==> src/rtl/bf2i_stage_ctrl.sv <==
// bf2i_stage_ctrl: sequencer for one radix-2^2 BF2I stage of the
// 8-lane FFT: fill delay memory, butterfly + writeback, then drain.
module bf2i_stage_ctrl #(
  parameter int SPAN = 32,
  parameter int AW   = $clog2(SPAN)
) (
  input  logic          clk,
  input  logic          rstn,
  input  logic          din_valid,
  input  logic          din_sof,
  output logic          din_ready,
  output logic          bf_en,
  output logic [AW-1:0] mem_raddr,
  output logic          mem_we,
  output logic [AW-1:0] mem_waddr,
  output logic          mem_wsel,
  output logic          out_sel,
  output logic          dout_valid,
  output logic          dout_sof,
  output logic          dout_eof,
  output logic          err_sof,
  output logic          busy
);

  localparam logic [AW-1:0] LAST = AW'(SPAN - 1);
  localparam logic [AW-1:0] ONE  = AW'(1);

  typedef enum logic [1:0] {
    IDLE,
    FILL,
    BFLY
  } st_t;

  st_t st, st_nxt;

  logic [AW-1:0] cnt, cnt_nxt;
  logic [AW-1:0] fill_addr;
  logic [AW-1:0] wb_addr;
  logic [AW-1:0] dcnt;
  logic          acc;
  logic          cnt_last;
  logic          new_frm;
  logic          abort;
  logic          bf_acc;
  logic          fill_we;
  logic          wb_v;
  logic          wb_sof;
  logic          wb_we;
  logic          gap;
  logic          dact;
  logic          err_q;

  assign acc      = din_valid & ~gap;
  assign cnt_last = (cnt == LAST);

  always_ff @(posedge clk or negedge rstn) begin
    if (!rstn) begin
      st  <= IDLE;
      cnt <= '0;
    end else begin
      st  <= st_nxt;
      cnt <= cnt_nxt;
    end
  end

  // A sof accepted in any state restarts the frame at address 0.
  always_comb begin
    st_nxt    = st;
    cnt_nxt   = cnt;
    new_frm   = 1'b0;
    bf_acc    = 1'b0;
    fill_we   = 1'b0;
    fill_addr = cnt;
    unique case (st)
      IDLE: begin
        if (acc && din_sof) new_frm = 1'b1;
      end
      FILL: begin
        if (acc && din_sof) begin
          new_frm = 1'b1;
        end else if (acc) begin
          fill_we = 1'b1;
          cnt_nxt = cnt + ONE;
          if (cnt_last) st_nxt = BFLY;
        end
      end
      BFLY: begin
        if (acc && din_sof) begin
          new_frm = 1'b1;
        end else if (acc) begin
          bf_acc  = 1'b1;
          cnt_nxt = cnt + ONE;
          if (cnt_last) st_nxt = IDLE;
        end
      end
      default: st_nxt = IDLE;
    endcase
    if (new_frm) begin
      st_nxt    = FILL;
      cnt_nxt   = ONE;
      fill_we   = 1'b1;
      fill_addr = '0;
    end
  end

  assign abort = new_frm & (st != IDLE);
  assign wb_we = wb_v & ~new_frm;

  always_ff @(posedge clk or negedge rstn) begin
    if (!rstn) begin
      wb_v    <= 1'b0;
      wb_addr <= '0;
      wb_sof  <= 1'b0;
      gap     <= 1'b0;
      err_q   <= 1'b0;
    end else begin
      wb_v    <= bf_acc;
      wb_addr <= cnt;
      wb_sof  <= (cnt == '0);
      gap     <= bf_acc & cnt_last;
      err_q   <= abort;
    end
  end

  // Drain starts the cycle after the gap and runs SPAN cycles.
  always_ff @(posedge clk or negedge rstn) begin
    if (!rstn) begin
      dact <= 1'b0;
      dcnt <= '0;
    end else if (gap) begin
      dact <= 1'b1;
      dcnt <= '0;
    end else if (dact) begin
      dcnt <= dcnt + ONE;
      if (dcnt == LAST) dact <= 1'b0;
    end
  end

  assign din_ready  = rstn & ~gap;
  assign bf_en      = rstn & bf_acc;
  assign mem_raddr  = !rstn ? '0 : (dact ? dcnt : cnt);
  assign mem_we     = rstn & (fill_we | wb_we);
  assign mem_waddr  = !rstn ? '0 : (wb_we ? wb_addr : fill_addr);
  assign mem_wsel   = rstn & wb_we;
  assign out_sel    = rstn & dact;
  assign dout_valid = rstn & (wb_we | dact);
  assign dout_sof   = rstn & wb_we & wb_sof;
  assign dout_eof   = rstn & dact & (dcnt == LAST);
  assign err_sof    = rstn & err_q;
  assign busy       = rstn & ((st != IDLE) | dact);

endmodule

==> config.mk <==
export PLATFORM = sky130hd
export DESIGN_NAME = bf2i_stage_ctrl
export DESIGN_NICKNAME = d
export VERILOG_FILES = /design/src/rtl/bf2i_stage_ctrl.sv
export SDC_FILE = /design/constraint.sdc
export NUM_CORES = 1
export LEC_CHECK = 0
export CORE_ASPECT_RATIO = 1.25
export CORE_MARGIN = 1.5
export CORE_UTILIZATION = 26
export DETAILED_ROUTE_END_ITERATION = 8
export PLACE_DENSITY = 0.5
export SETUP_SLACK_MARGIN = 0.1
export SYNTH_ARGS = -nofsm -noshare
export SYNTH_HDL_FRONTEND = slang
export SYNTH_SLANG_ARGS = --single-unit
==> constraint.sdc <==
create_clock -name clk -period 3.66 [get_ports clk]
set_input_delay 0.732 -clock clk [delete_from_list [all_inputs] [get_ports clk]]
set_output_delay 0.732 -clock clk [all_outputs]
set_load 0.005 [all_outputs]
[Word-level counts from Yosys, hierarchy flattened]
Cells that the tools add are included.
Operators by class
  reduce and logical (&&, ||, !) cells: 11
  add/sub/neg operators: 2
  $mul: 0
  multiplexer cells: 29
  order comparisons: 0
  eq/ne operators: 12
  shift-type cells: 0
  divide/modulo/power cells: 0
  bitwise gates (word level): 19
Operators by type and width (count)
  $mux W5: 11
  $ne A3 B3 Y1 const B: 6
  $and A1 B1 Y1: 14
  $mux W2: 7
  $add A5 B1 Y5 const B: 2
  $eq A5 B5 Y1 const B: 2
  $mux W1: 10
  $reduce_bool A2 Y1: 4
  $reduce_and A7 Y1: 1
  $pmux W2 S3: 1
  $logic_not A5 Y1: 1
  $ne A2 B2 Y1 const B: 2
  $or A1 B1 Y1: 3
  $reduce_and A3 Y1: 1
  $reduce_or A3 Y1: 1
  $eq A2 B1 Y1 const B: 1
  $eq A2 B2 Y1 const B: 1
  $logic_not A2 Y1: 1
  $not A1 Y1: 2
  $reduce_or A2 Y1: 1
  $logic_and A1 B1 Y1: 1
Word-level totals
  bits in read-only memories: 0
  register bits after elaboration: 22
  input port bits: 4
  RAM bits: 0
  output and inout bits: 20
  bits in latches: 0
  word-level logic and storage cells: 82
  memories kept: 0

[Depth between registers and ports, before layout]
  depth after elaboration: 9
  mapped depth: 6
  gate-level depth less buffers: 6

[Worst setup path before layout]
Ideal clock, no wire load.
  path kind: input port to output port
  start: input port din_sof
  end: output port dout_valid
  path buffers: 1
  data arrival time: 1.572 ns
  setup slack: 1.356 ns
  data required time: 2.928 ns
  stages on the path: 4
  cell sequence: buf_2 > nand4bb_4 > and3_1 > or2_2
On the way
  cells in the longest elaborated chain, start to end: 7
RTL lines
  start: declaration: line 10  | input logic din_sof,
  $logic_and A1 B1 Y1: line 76, 79, 88
  $mux W1: line 76, 79, 88
  $mux W1
  $not A1 Y1: line 107  | assign wb_we = wb_v & ~new_frm;
  $and A1 B1 Y1: line 107
  $or A1 B1 Y1: line 146  | assign dout_valid = rstn & (wb_we | dact);
  $and A1 B1 Y1: line 146
  end: declaration: line 18  | output logic dout_valid,
No other way between the ends.

[Worst setup path in the final report]
  start: input port din_valid
  end: output port dout_valid
On the way
  cells in the longest elaborated chain, start to end: 8
RTL lines
  start: declaration: line 9  | input logic din_valid,
  $and A1 B1 Y1: line 53  | assign acc = din_valid & ~gap;
  $logic_and A1 B1 Y1: line 76, 79, 88
  $mux W1: line 76, 79, 88
  $mux W1
  $not A1 Y1: line 107
  $and A1 B1 Y1: line 107
  $or A1 B1 Y1: line 146
  $and A1 B1 Y1: line 146
No other way between the ends.

==> flow_summary_export.csv <==
group,metric,value,unit
yosys,ys_warn_count,0,
clock_network,clock_latency,0.27,ns
place,routabilityCongestion,0.900,
hold_path,holdCritStartpoint,"cnt[0]$_DFFE_PN0P_",
sta,finalHoldViolCount,0,
sta,report.final.setup_viol,0,
setup_path,critPathRequiredTime,2.93,ns
final_layout,register_area,551,µm²
global_routing,grt_pass1_wl,4.85,mm
power,ir_worst_vdd,0.312,mV
clock_network,tritoncts,"done",
clock_network,cts_setup_buffers,0,
sta,tightest_slew,0.527,ns
final_layout,fill_cells,465,
routing,dr.pass1.iters,4,
sta,hold-worst-slack,0.544,ns
run_status,outcome,"complete, no violations",
sta,drv_slew,0,
sta,fmax,310,MHz
yosys,ys.flop_type,"dfrtp_1",
setup_path,r2r_start,"cnt[1]$_DFFE_PN0P_",
place,place_area,1620,µm²
die,initial_core_util,27.2,%
setup_path,cpMostUsedCell,"clkdlybuf4s50_1",
yosys,synth_cell_types,36,
sta,fin_ws,0.430,ns
place,placedCellCount,207,
hold_path,hp-class,"reg2reg",
final_layout,final_util,35.2,%
setup_path,worst_setup_path_start_kind,"primary input",
setup_path,r2r-end,"st[1]$_DFFE_PN0P_",
hold_path,min_path_cells,0,
global_routing,grt_max_degree,14,
final_layout,multiInputGateArea,712,µm²
routing,vias_per_cell,4.64,
final_layout,antennaDiodeCount,0,
hold_path,holdPathEnd,"wb_addr[0]$_DFF_PN0_",
setup_path,critPathCaptureType,"output port",
final_layout,drive_gt1_share,8.61,%
sta,fin_crit_sh,88.2,%
final_layout,fin_area,1690,µm²
power,p_leak,0.728,nW
routing,ant_nets,0,
final_layout,nets,165,
final_layout,final_cell_mix,"clkdlybuf4s50_1, dfrtp_1, mux2i_1, nor2_1",
sta,setup_tns,0,ns
setup_path,cpLargestDelayFamily,"buffers and inverters",
clock_network,cts.path.max_buffers,2,
yosys,syn_inst,126,
yosys,postSynthNetCount,139,
yosys,synthArstFlopShare,100,%
setup_path,crit_path_start,"din_valid",
setup_path,crit_buf_inv,2,
clock_network,numCtsBuffers,3,
setup_path,critPathMaxFanout,6,
global_routing,grtUsageTotal,11.8,%
setup_path,arrival,2.50,ns
routing,vias,978,
global_routing,gr-total-overflow,0,
yosys,syn-cell-area,1310,µm²
final_layout,final_cells,211,
sta,finClkSkew,0.00333,ns
die,rows,28,
setup_path,reg2reg_slack,1.74,ns
clock_network,path_clk_slew,0.09,ns
clock_network,cts-resized-gates,0,
die,die_x,66.4,µm
routing,wire_per_inst,13.3,µm
setup_path,crit_type,"in2out",
job,max_cap_viol_count,0,
die,io_pins,24,
routing,routed_wl,2.81,mm
setup_path,ff2ff_path_depth,6,
place,dp_slack,0.420,ns
routing,initialDrtViolationCount,12,
die,core,4800,µm²
global_routing,grt_pass1_vias,979,
clock_network,ctsHoldBuffers,0,
setup_path,max_stage_delay,0.60,ns
clock_network,clock-sinks,22,
power,fin_total_pwr,871,µW
yosys,ys_ff_latch,22,
yosys,ys_seq_area_share,42.1,%
sta,period_minus_slack,3.23,ns
routing,drc,0,
power,p_per_area,516,nW/µm²
global_routing,grt_antenna_before_repair,0,
final_layout,syn_to_final_growth,29.1,%
final_layout,layout_commonest_cell,"clkdlybuf4s50_1",
die,die_area,5470,µm²
clock_network,cts-htree-levels,1,
sta,rsz0062_at_grt,"no",
die,die_y,82.3,µm
yosys,avgSynthCellArea,10.4,µm²
yosys,synth-edff-count,0,
setup_path,cp_cell_sequence,"clkdlybuf4s50_1 -> nand4bb_4 -> and3_1 -> or2_2 -> clkdlybuf4s50_1",
clock_network,clockRootBuffer,"clkbuf_8",
setup_path,slowest_stage,"clkdlybuf4s50_1",
place,hpwl,2.17,mm
sta,slew_headroom,64.8,%
place,numPortBuffers,23,
-- worst register-to-register path: stages, from the launching register on --
cell and delay, ns:
dfrtp_1 0.49, ha_1 0.24, and3_1 0.17, ha_1 0.20
nor2_1 0.08, o32a_1 0.30, a311o_1 0.33
-- cells by family after synthesis --
logic type	share of synthesized area, %
AO/OA/AOI/OAI	10.2
XOR/XNOR	2.01
adder cells (fa/ha/maj)	8.61
buffers and inverters	3.44
flip-flops	42.1
multiplexers	9.95
AND/OR/NAND/NOR	23.6
-- state kept, by name (all words and copies together), names as in the netlist --
| register | count |
|---|---|
| cnt | 5 |
| dcnt | 5 |
| wb_addr | 5 |
| st | 2 |
| dact | 1 |
| err_q | 1 |
| gap | 1 |
| wb_sof | 1 |
| wb_v | 1 |
-- worst max-delay path by stage --
stage	endpoint	slack [ns]	cells past startpoint
4_1_cts	dout_valid	0.42	5
2_1_floorplan	dout_valid	1.36	4
5_1_grt	bf_en	0.35	5
3_5_place_dp	dout_valid	0.42	5
6_report	dout_valid	0.43	5
3_3_place_gp	dout_valid	0.45	5
-- Yosys cell counts (3+ instances only) --
cell / count / area share [%]
o2bb2ai_1: 3 / 2.0
nand2_1: 3 / 0.86
nor2b_1: 9 / 4.3
and3_1: 4 / 1.9
buf_2: 3 / 1.1
and2_1: 8 / 3.8
clkbuf_1: 3 / 0.86
nor2_1: 13 / 3.7
ha_1: 9 / 8.6
mux2i_1: 13 / 10
dfrtp_1: 22 / 42
inv_1: 5 / 1.4
-- metal layers --
layer  wire length [µm]  global-route usage, %  part of all wire [%]  vias up
li1                   -                      -                     -      496
met3                101                   1.76                   3.6        5
met2               1330                   19.2                    47       21
met5                  0                      0                     0        -
met1               1330                   15.6                    47      456
met4                 51                   4.90                   1.8        0
-- where the power goes --
group	switching (mW)	internal, mW
Clock	0.0864	0.146
Combinational	0.133	0.151
Sequential	0.0572	0.297
-- cell type report --
cell class | count | share of cell area, %
inverters | 5 | 1.11
multi-input cells | 93 | 42.2
repair buffers | 27 | 15.4
well taps | 60 | 4.45
clock buffers | 3 | 2.45
flip-flops and latches | 22 | 32.6
clock inverters | 1 | 1.78
No activity file was read; power rests on OpenSTA's default activity.
